`config.mk`:
```
export PLATFORM = sky130hd
export DESIGN_NAME = multi_issue_instruction_queue
export DESIGN_NICKNAME = d
export VERILOG_FILES = /design/src/rtl/iq_pkg.sv /design/src/rtl/iq_storage_mw.sv /design/src/rtl/multi_issue_instruction_queue.sv
export SDC_FILE = /design/constraint.sdc
export NUM_CORES = 2
export LEC_CHECK = 0
export CORE_MARGIN = 2
export CORE_UTILIZATION = 50
export CTS_CLUSTER_DIAMETER = 120
export DETAILED_ROUTE_END_ITERATION = 8
export PLACE_DENSITY = 0.68
export SLEW_MARGIN = 15
export SYNTH_ARGS = -nofsm -noshare
export SYNTH_HDL_FRONTEND = slang
export SYNTH_HIERARCHICAL = 1
export SYNTH_SLANG_ARGS = --single-unit
```
`constraint.sdc`:
```
create_clock -name clk -period 10.1 [get_ports clk]
set_input_delay 2.525 -clock clk [delete_from_list [all_inputs] [get_ports clk]]
set_output_delay 2.525 -clock clk [all_outputs]
set_load 0.01 [all_outputs]
```
`src/rtl/iq_pkg.sv`:
```
// Shared types, default sizes and lane helpers for the multi-issue
// instruction queue.
package iq_pkg;

  localparam int IQ_DEPTH = 16;
  localparam int IQ_ENQ_W = 2;
  localparam int IQ_DEQ_W = 2;
  localparam int IQ_XLEN  = 32;

  // One queue entry as seen by decode.
  typedef struct packed {
    logic [IQ_XLEN-1:0] instr;
    logic [IQ_XLEN-1:0] pc;
  } iq_entry_t;

  // Number of set bits among the low w bits of v.
  function automatic int unsigned popcount(input logic [31:0] v, input int unsigned w);
    int unsigned n;
    n = 0;
    for (int unsigned i = 0; i < 32; i++) begin
      if (i < w && v[i]) n++;
    end
    return n;
  endfunction

  // Length of the run of ones starting at bit 0, limited to the low w bits.
  // A non-thermometer pattern therefore only yields the lanes below the
  // first zero.
  function automatic int unsigned therm_len(input logic [31:0] v, input int unsigned w);
    int unsigned n;
    logic        run;
    n   = 0;
    run = 1'b1;
    for (int unsigned i = 0; i < 32; i++) begin
      if (run && i < w) begin
        if (v[i]) n++;
        else run = 1'b0;
      end
    end
    return n;
  endfunction

  // True when the low w bits of v form a contiguous run from bit 0.
  function automatic logic is_therm(input logic [31:0] v, input int unsigned w);
    return popcount(v, w) == therm_len(v, w);
  endfunction

endpackage

```
`src/rtl/iq_storage_mw.sv`:
```
// Register array with ENQ_W write ports and DEQ_W read ports. Port i
// addresses base+i with natural wrap, so lanes may straddle the last slot.
module iq_storage_mw #(
  parameter int DEPTH = 16,
  parameter int ENQ_W = 2,
  parameter int DEQ_W = 2,
  parameter int W     = 64,
  parameter int IDX_W = $clog2(DEPTH)
) (
  input  logic                 clk,
  input  logic [ENQ_W-1:0]     wr_en,
  input  logic [IDX_W-1:0]     wr_base,
  input  logic [ENQ_W*W-1:0]   wr_data,
  input  logic [IDX_W-1:0]     rd_base,
  output logic [DEQ_W*W-1:0]   rd_data
);

  logic [W-1:0]     mem     [DEPTH];
  logic [IDX_W-1:0] wr_addr [ENQ_W];
  logic [IDX_W-1:0] rd_addr [DEQ_W];

  // Per-lane slot addresses; truncation to IDX_W bits is the modulo wrap.
  always_comb begin
    for (int i = 0; i < ENQ_W; i++) wr_addr[i] = wr_base + IDX_W'(i);
    for (int i = 0; i < DEQ_W; i++) rd_addr[i] = rd_base + IDX_W'(i);
  end

  // Write enabled lanes; lane addresses are distinct because ENQ_W <= DEPTH.
  always_ff @(posedge clk) begin
    for (int i = 0; i < ENQ_W; i++) begin
      if (wr_en[i]) mem[wr_addr[i]] <= wr_data[i*W +: W];
    end
  end

  // Combinational read of the DEQ_W entries starting at the head.
  always_comb begin
    rd_data = '0;
    for (int i = 0; i < DEQ_W; i++) rd_data[i*W +: W] = mem[rd_addr[i]];
  end

endmodule

```
`src/rtl/multi_issue_instruction_queue.sv`:
```
// N-wide circular instruction queue between fetch and decode.
// Handshake: fetch presents enq_valid (thermometer from lane 0) and the
// whole group is accepted on an edge where enq_ready=1, otherwise dropped
// and fetch retries. enq_ready depends on registered count only. Decode
// sees deq_valid/deq_* combinationally and consumes deq_take head entries
// at the edge; takes beyond the valid count are clamped. flush wins over
// both sides and empties the queue.
module multi_issue_instruction_queue
  import iq_pkg::*;
#(
  parameter int DEPTH     = IQ_DEPTH,
  parameter int ENQ_W     = IQ_ENQ_W,
  parameter int DEQ_W     = IQ_DEQ_W,
  parameter int XLEN      = IQ_XLEN,
  parameter int AF_THRESH = DEPTH - 4
) (
  input  logic                         clk,
  input  logic                         rst,
  input  logic                         flush,
  input  logic [ENQ_W-1:0]             enq_valid,
  input  logic [ENQ_W*XLEN-1:0]        enq_instr,
  input  logic [ENQ_W*XLEN-1:0]        enq_pc,
  output logic                         enq_ready,
  output logic [DEQ_W-1:0]             deq_valid,
  output logic [DEQ_W*XLEN-1:0]        deq_instr,
  output logic [DEQ_W*XLEN-1:0]        deq_pc,
  input  logic [$clog2(DEQ_W+1)-1:0]   deq_take,
  output logic [$clog2(DEPTH+1)-1:0]   count,
  output logic                         empty,
  output logic                         full,
  output logic                         almost_full
);

  localparam int IDX_W = $clog2(DEPTH);
  localparam int CNT_W = $clog2(DEPTH + 1);
  localparam int EW    = 2 * XLEN;

  logic [IDX_W-1:0]    head;
  logic [IDX_W-1:0]    tail;
  logic [CNT_W-1:0]    enq_n;
  logic [CNT_W-1:0]    avail;
  logic [CNT_W-1:0]    take_n;
  logic [ENQ_W-1:0]    wr_en;
  logic [ENQ_W*EW-1:0] wr_data;
  logic [DEQ_W*EW-1:0] rd_data;

  // Handshake, accepted/consumed entry counts and status flags.
  always_comb begin
    enq_ready   = (DEPTH - int'(count)) >= ENQ_W;
    enq_n       = enq_ready ? CNT_W'(therm_len(32'(enq_valid), ENQ_W)) : '0;
    avail       = (int'(count) > DEQ_W) ? CNT_W'(DEQ_W) : count;
    take_n      = (CNT_W'(deq_take) > avail) ? avail : CNT_W'(deq_take);
    empty       = (count == '0);
    full        = (int'(count) == DEPTH);
    almost_full = (int'(count) >= AF_THRESH);
    for (int i = 0; i < DEQ_W; i++) deq_valid[i] = (int'(count) > i);
  end

  // Lane write enables and packing of {instr, pc} per lane.
  always_comb begin
    wr_en   = '0;
    wr_data = '0;
    for (int i = 0; i < ENQ_W; i++) begin
      wr_en[i]            = !flush && (i < int'(enq_n));
      wr_data[i*EW +: EW] = {enq_instr[i*XLEN +: XLEN], enq_pc[i*XLEN +: XLEN]};
    end
  end

  // Unpack head entries for decode.
  always_comb begin
    deq_instr = '0;
    deq_pc    = '0;
    for (int i = 0; i < DEQ_W; i++) begin
      deq_instr[i*XLEN +: XLEN] = rd_data[i*EW + XLEN +: XLEN];
      deq_pc[i*XLEN +: XLEN]    = rd_data[i*EW +: XLEN];
    end
  end

  iq_storage_mw #(
    .DEPTH (DEPTH),
    .ENQ_W (ENQ_W),
    .DEQ_W (DEQ_W),
    .W     (EW),
    .IDX_W (IDX_W)
  ) u_storage (
    .clk     (clk),
    .wr_en   (wr_en),
    .wr_base (tail),
    .wr_data (wr_data),
    .rd_base (head),
    .rd_data (rd_data)
  );

  // Pointer and occupancy update; flush discards both sides of the cycle.
  always_ff @(posedge clk or posedge rst) begin
    if (rst) begin
      head  <= '0;
      tail  <= '0;
      count <= '0;
    end else if (flush) begin
      head  <= '0;
      tail  <= '0;
      count <= '0;
    end else begin
      head  <= head + IDX_W'(take_n);
      tail  <= tail + IDX_W'(enq_n);
      count <= count + enq_n - take_n;
    end
  end

endmodule

```
Word-level counts from Yosys, hierarchy flattened
Memory sizes are Yosys's and may differ from the RTL's.
Index checks and enable logic that the tools add are counted.
{"block": "classes", "mux": 14, "n_eq_ne": 1, "order_cmp": 8, "add_sub_neg": 8, "reduce_logical": 4}
{"op": "2-to-1 mux 5 bit", "count": 4}
{"op": "> comparator 5 x 1 -> 1 bit, second input constant", "count": 2}
{"op": "less-than comparator 1 x 5 -> 1 bit, first input constant", "count": 2}
{"op": "adder 4 x 1 -> 4 bit, second input constant", "count": 2}
{"op": "adder 4 bit", "count": 2}
{"op": "2-to-1 mux 4 bit", "count": 2}
{"op": "greater-or-equal comparator 6 x 3 -> 1 bit, second input constant", "count": 1}
{"op": "2-to-1 mux 1 bit", "count": 6}
{"op": "subtractor 5 x 5 -> 6 bit, first input constant", "count": 1}
{"op": "adder 5 bit", "count": 1}
{"op": "equality test 5 bit, second input constant", "count": 1}
{"op": "greater-or-equal comparator 5 x 4 -> 1 bit, second input constant", "count": 1}
{"op": "> comparator 2 x 5 -> 1 bit", "count": 1}
{"op": "> comparator 5 x 2 -> 1 bit, second input constant", "count": 1}
{"op": "logical NOT 5 bit", "count": 1}
{"op": "subtractor 5 bit", "count": 1}
{"op": "2-to-1 mux 2 bit", "count": 2}
{"op": "adder 1 x 1 -> 2 bit, second input constant", "count": 1}
{"op": "logical AND 1 bit", "count": 2}
{"op": "logical NOT 1 bit", "count": 1}
{"block": "word_totals", "mem_count": 1, "output_inout_bits": 139, "mem_bits_rw": 1024, "register_bits": 13, "elab_cells": 39, "inputBits": 135}
{"memory": "u_storage.mem", "words": 16, "word_bits": 64, "rd": 2, "rd_ports_with_merged_regs": 0, "write_ports": 2, "line_no": "iq_storage_mw.sv:18", "source": "logic [W-1:0] mem [DEPTH];"}

Logic depth before layout (Yosys ltp)
{"block": "depth", "depth_word": 9, "depth_mapped": 18, "depth_no_buf": 18}

By module
The synthesis kept the hierarchy.
{"module": "iq_storage_mw", "instances": 1, "seq_area_each_um2": 30749.5, "area_per_inst_um2": 58737.6, "cells_each": 3556}
{"module": "multi_issue_instruction_queue", "instances": 1, "seq_area_each_um2": 325.3, "area_per_inst_um2": 1152.4, "cells_each": 122}

Worst setup path before layout
OpenSTA, ideal clock, no wires.
{"block": "synth_path", "path_kind": "input to register", "from": "input flush", "to": "memory u_storage.mem[1][0] (enable)", "stages": 5, "path_buffers": 1, "arrival_ns": 7.905, "slack_ns": 1.630, "setup_ns": 0.565, "t_required_ns": 9.535, "cell_sequence": "clkbuf_1 -> nor3_1 -> mux2i_1 -> or2_2 -> nor3_1"}
{"element": "start: declaration", "line_no": "multi_issue_instruction_queue.sv:19", "source": "input logic flush,"}
{"element": "end: declaration", "line_no": "iq_storage_mw.sv:18"}

Worst setup path after layout
{"block": "layout_path", "from": "register head[1]", "to": "output deq_instr[62]"}
{"block": "layout_via", "elab_chain_cells": 2}
{"element": "start: declaration", "line_no": "multi_issue_instruction_queue.sv:38", "source": "logic [IDX_W-1:0] head;"}
{"element": "start signal: assignment", "line_no": "multi_issue_instruction_queue.sv:105", "source": "head <= head + IDX_W'(take_n);"}
{"element": "adder 4 x 1 -> 4 bit", "line_no": "iq_storage_mw.sv:25", "source": "for (int i = 0; i < DEQ_W; i++) rd_addr[i] = rd_base + IDX_W'(i);"}
{"element": "memory (16 x 64 bit)"}
{"element": "end: declaration", "line_no": "multi_issue_instruction_queue.sv:25", "source": "output logic [DEQ_W*XLEN-1:0] deq_instr,"}
No other way between the ends.

==> report_table.html <==
<table>
<tr><th>Metric</th><th>Value</th></tr>
<tr><th colspan="2">Critical path</th></tr>
<tr><td>Category of the worst setup path launch point</td><td>register</td></tr>
<tr><td>Worst endpoint required time</td><td>between 7000 and 8000 ps</td></tr>
<tr><td>Setup Crit Path Kind</td><td>register to output port</td></tr>
<tr><td>Type of element capturing the critical path</td><td>output port</td></tr>
<tr><td>Crit path arrival time</td><td>5300 ps</td></tr>
<tr><td>Reg-to-reg slack, setup</td><td>4590 ps</td></tr>
<tr><td>Worst Path Max Fanout</td><td>between 40 and 50</td></tr>
<tr><th colspan="2">Worst hold path</th></tr>
<tr><td>HP Class</td><td>register to register</td></tr>
<tr><th colspan="2">Floorplan</th></tr>
<tr><td>Rows</td><td>roughly 130</td></tr>
<tr><td>Chip Width</td><td>350 µm</td></tr>
<tr><td>Total I/O pin count</td><td>approximately 270</td></tr>
<tr><td>Total die area</td><td>123000 µm²</td></tr>
<tr><td>Core Region</td><td>118000 µm²</td></tr>
<tr><td>Height of the die</td><td>about 350 µm</td></tr>
<tr><td>Effective utilization at floorplan</td><td>50.6%</td></tr>
<tr><th colspan="2">Routing</th></tr>
<tr><td>Via count normalized by instance count</td><td>between 6 and 7</td></tr>
<tr><td>Via count</td><td>roughly 38k</td></tr>
<tr><td>Number of optimization iterations in the first detailed-route pass</td><td>7</td></tr>
<tr><td>Detailed-route DRC error count</td><td>0</td></tr>
<tr><td>Initial DRC Count</td><td>between 4k and 5k</td></tr>
<tr><td>Wirelength per Cell</td><td>around 35 µm</td></tr>
<tr><td>Wirelength, routed</td><td>around 190 mm</td></tr>
<tr><td>Detail Route Antenna Nets</td><td>0</td></tr>
<tr><th colspan="2">Clocking</th></tr>
<tr><td>Setup Fix Bufs, Post-CTS</td><td>0</td></tr>
<tr><td>Cts bufs inserted</td><td>115</td></tr>
<tr><td>Post-cts repair resize count</td><td>0</td></tr>
<tr><td>Cts hold-fix bufs</td><td>0</td></tr>
<tr><td>Clock latency on the worst-skew pair</td><td>just over 700 ps</td></tr>
<tr><td>Depth of the CTS H-tree</td><td>3</td></tr>
<tr><td>Clock-pin transition on the worst setup and hold timing paths</td><td>~60 ps</td></tr>
<tr><td>Clock buffer depth</td><td>3</td></tr>
<tr><td>Clock sink total</td><td>just over 1k</td></tr>
<tr><td>CTS tree</td><td>built</td></tr>
<tr><td>Clk root buf</td><td>clkbuf_16</td></tr>
<tr><th colspan="2">Placed design</th></tr>
<tr><td>Number of buffers added on ports</td><td>273</td></tr>
<tr><td>Worst Setup Slack post-DPL</td><td>roughly 2800 ps</td></tr>
<tr><td>RePlAce Congestion</td><td>between 0.7 and 0.8</td></tr>
<tr><td>Dpl cell area</td><td>63900 µm²</td></tr>
<tr><td>Number of cells after detailed placement</td><td>between 5k and 6k</td></tr>
<tr><td>Placed wire-length estimate after detailed placement</td><td>101 mm</td></tr>
<tr><th colspan="2">Final layout</th></tr>
<tr><td>Area delta synth-&gt;final</td><td>12.6%</td></tr>
<tr><td>Fraction of final layout cells with drive strength greater than 1</td><td>~45%</td></tr>
<tr><td>Cell area after layout</td><td>approximately 67000 µm²</td></tr>
<tr><td>Leading cell type in the layout, fill and taps excluded</td><td>edfxtp_1</td></tr>
<tr><td>Commonest non-fill, non-tap cells in the layout</td><td>edfxtp_1 (1024), mux2_2 (919), mux4_2 (512)</td></tr>
<tr><td>Cell Count, Final, Fillers Out</td><td>roughly 5.4k</td></tr>
<tr><td>Final core utilization</td><td>57.0%</td></tr>
<tr><td>Final net count</td><td>3889</td></tr>
<tr><th colspan="2">STA</th></tr>
<tr><td>Count of pins over their slew limit</td><td>0</td></tr>
<tr><td>Setup Skew</td><td>30.1 ps</td></tr>
<tr><td>Time the worst path needs with I/O delays and setup</td><td>roughly 7800 ps</td></tr>
<tr><td>Setup violators final</td><td>0</td></tr>
<tr><td>Maximum operating frequency</td><td>~130 MHz</td></tr>
<tr><td>Slew headroom</td><td>about a fifth</td></tr>
<tr><td>Number of hold-slack violations in the final timing report</td><td>0</td></tr>
<tr><td>Hold_ws</td><td>852 ps</td></tr>
<tr><td>Setup TNS Final</td><td>0 ps</td></tr>
<tr><td>Period utilization</td><td>between 70 and 80%</td></tr>
<tr><td>Final worst-path setup slack</td><td>around 2300 ps</td></tr>
<tr><td>RSZ-0062 raised after global routing</td><td>false</td></tr>
<tr><td>Transition at the pin with the smallest max-transition slack</td><td>1210 ps</td></tr>
<tr><th colspan="2">Power</th></tr>
<tr><td>Net switching share of the total power</td><td>35.3%</td></tr>
<tr><td>Relative contribution of the clock network to total power</td><td>around a quarter</td></tr>
<tr><td>Part of the power in registers</td><td>a little under a third</td></tr>
<tr><td>Net switching power</td><td>about 5.8 mW</td></tr>
<tr><td>Worst VDD drop</td><td>slightly above 300 µV</td></tr>
<tr><td>Total power</td><td>between 15 and 20 mW</td></tr>
<tr><td>Internal Dissipation</td><td>between 10 and 15 mW</td></tr>
<tr><td>Static leakage</td><td>21.1 nW</td></tr>
<tr><td>Power share of the combinational group</td><td>roughly 44%</td></tr>
<tr><td>Power density relative to cell area</td><td>244 nW/µm²</td></tr>
<tr><th colspan="2">Logic synthesis</th></tr>
<tr><td>Total of warnings raised by yosys</td><td>6</td></tr>
<tr><td>Synth Cell Area</td><td>approximately 60000 µm²</td></tr>
<tr><td>Sequential share of the synthesized area</td><td>between 50% and 60%</td></tr>
<tr><td>Mean cell area of the mapped netlist</td><td>approximately 16 µm²</td></tr>
<tr><td>Top area cells in the synthesized netlist</td><td>edfxtp_1 (51%), mux4_2 (19%), mux2_2 (17%)</td></tr>
<tr><td>Yosys reg bits</td><td>1037</td></tr>
<tr><td>Proportion of register bits with asynchronous set or reset after synthesis</td><td>between 1 and 1.5%</td></tr>
<tr><td>Share of the synthesized area in the top cell type</td><td>between 50% and 60%</td></tr>
<tr><td>Cell count after synthesis</td><td>3678</td></tr>
<tr><td>Count of distinct cell types in the synthesized netlist</td><td>approximately 50</td></tr>
<tr><td>Library cell occupying the most area in the post-synthesis netlist</td><td>edfxtp_1</td></tr>
<tr><td>Post-synth EDFFs</td><td>1024</td></tr>
<tr><td>Top flip-flop cell by instance count after synthesis</td><td>edfxtp_1</td></tr>
<tr><th colspan="2">Run status</th></tr>
<tr><td>Run status</td><td>finished clean</td></tr>
<tr><th colspan="2">GRT</th></tr>
<tr><td>Number of global-route vias before repair</td><td>around 38k</td></tr>
<tr><td>GRT overflow</td><td>0</td></tr>
<tr><td>Largest net degree at the start of global routing</td><td>between 150 and 200</td></tr>
<tr><td>Global-route wire length before repair</td><td>roughly 270 mm</td></tr>
<tr><td>Number of antenna violations at the first check in global routing</td><td>18</td></tr>
<tr><td>Total global-route track usage</td><td>between 30% and 40%</td></tr>
<tr><th colspan="2">Job</th></tr>
<tr><td>Number of maximum-capacitance violations</td><td>0</td></tr>
</table>
power groups by stage:
stage	logic [mW]	clock network (mW)	registers, mW
2_1_floorplan	4.35	0	5.10
3_3_place_gp	7.21	0	5.20
3_5_place_dp	7.22	0	5.21
4_1_cts	7.26	4.09	5.12
5_1_grt	7.64	4.25	5.15
6_report	7.27	4.04	5.12
sequential cells by signal, indices dropped and copies added, names as in the netlist:
signal and flops:
tail 4, count 5, u_storage/mem 1024, head 4
worst paths after layout:
check,cells after the start,from,to
max reg2reg,12,count[1]$_DFF_PP0_,u_storage/mem[4][57]$_DFFE_PP_
min,2,tail[0]$_DFF_PP0_,tail[0]$_DFF_PP0_
max in group asynchronous,2,rst,head[0]$_DFF_PP0_
max,7,head[1]$_DFF_PP0_,deq_instr[62]
min in group asynchronous,2,rst,count[2]$_DFF_PP0_
min reg2reg,2,tail[0]$_DFF_PP0_,tail[0]$_DFF_PP0_
kinds of logic (layout without fill, tap and decap cells):
family / after synthesis / after routing / share of synthesized area, %
AOI/OAI and AO/OA: 283 / 283 / 3.03
adders and majority gates: 24 / 24 / 0.552
DFF: 1037 / 1037 / 51.9
xor gates and xnor gates: 8 / 8 / 0.117
muxes: 1537 / 1537 / 38.5
other: 2 / 10 / 0.0125
buffers and inverters: 432 / 580 / 3.11
and+or+nand+nor: 355 / 355 / 2.77
synthesized netlist by cell type, drive strengths merged (8+ instances only):
library cell  instances
a22oi               131
buf                 201
clkbuf              214
dfrtp                13
edfxtp             1024
ha                   20
inv                  17
mux2               1024
mux4                512
nand2               205
nand2b                9
nand4                63
nor2                 35
nor2b                14
nor3                  8
o21ai               130
critical path, cell delays in order, from the launching register on:
cell and delay (ps):
dfrtp_4 850, buf_4 840, a21bo_2 370, a41o_4 620, buf_4 750, a22oi_1 210
nand3_1 270, clkdlybuf4s50_1 590
routing by layer:
metal / wire (µm) / vias up / GRT usage, %
li1: - / 15200 / -
met1: 73500 / 20000 / 43.5
met2: 89800 / 2216 / 48.9
met3: 20100 / 395 / 6.03
met4: 6170 / 24 / 9.66
met5: 149 / - / 0
final cells by class:
| class | count | area, µm² |
|---|---|---|
| Clock buffer | 149 | 3070 |
| Sequential cell | 1037 | 31100 |
| Inverter | 17 | 63.8 |
| Clock inverter | 65 | 479 |
| Tap cell | 1600 | 2000 |
| Fill cell | 9245 | 50900 |
| Multi-Input combinational cell | 2210 | 27300 |
| Timing Repair Buffer | 349 | 3470 |
| Antenna cell | 7 | 17.5 |
Note: power is estimated with default switching activity, not from simulation.
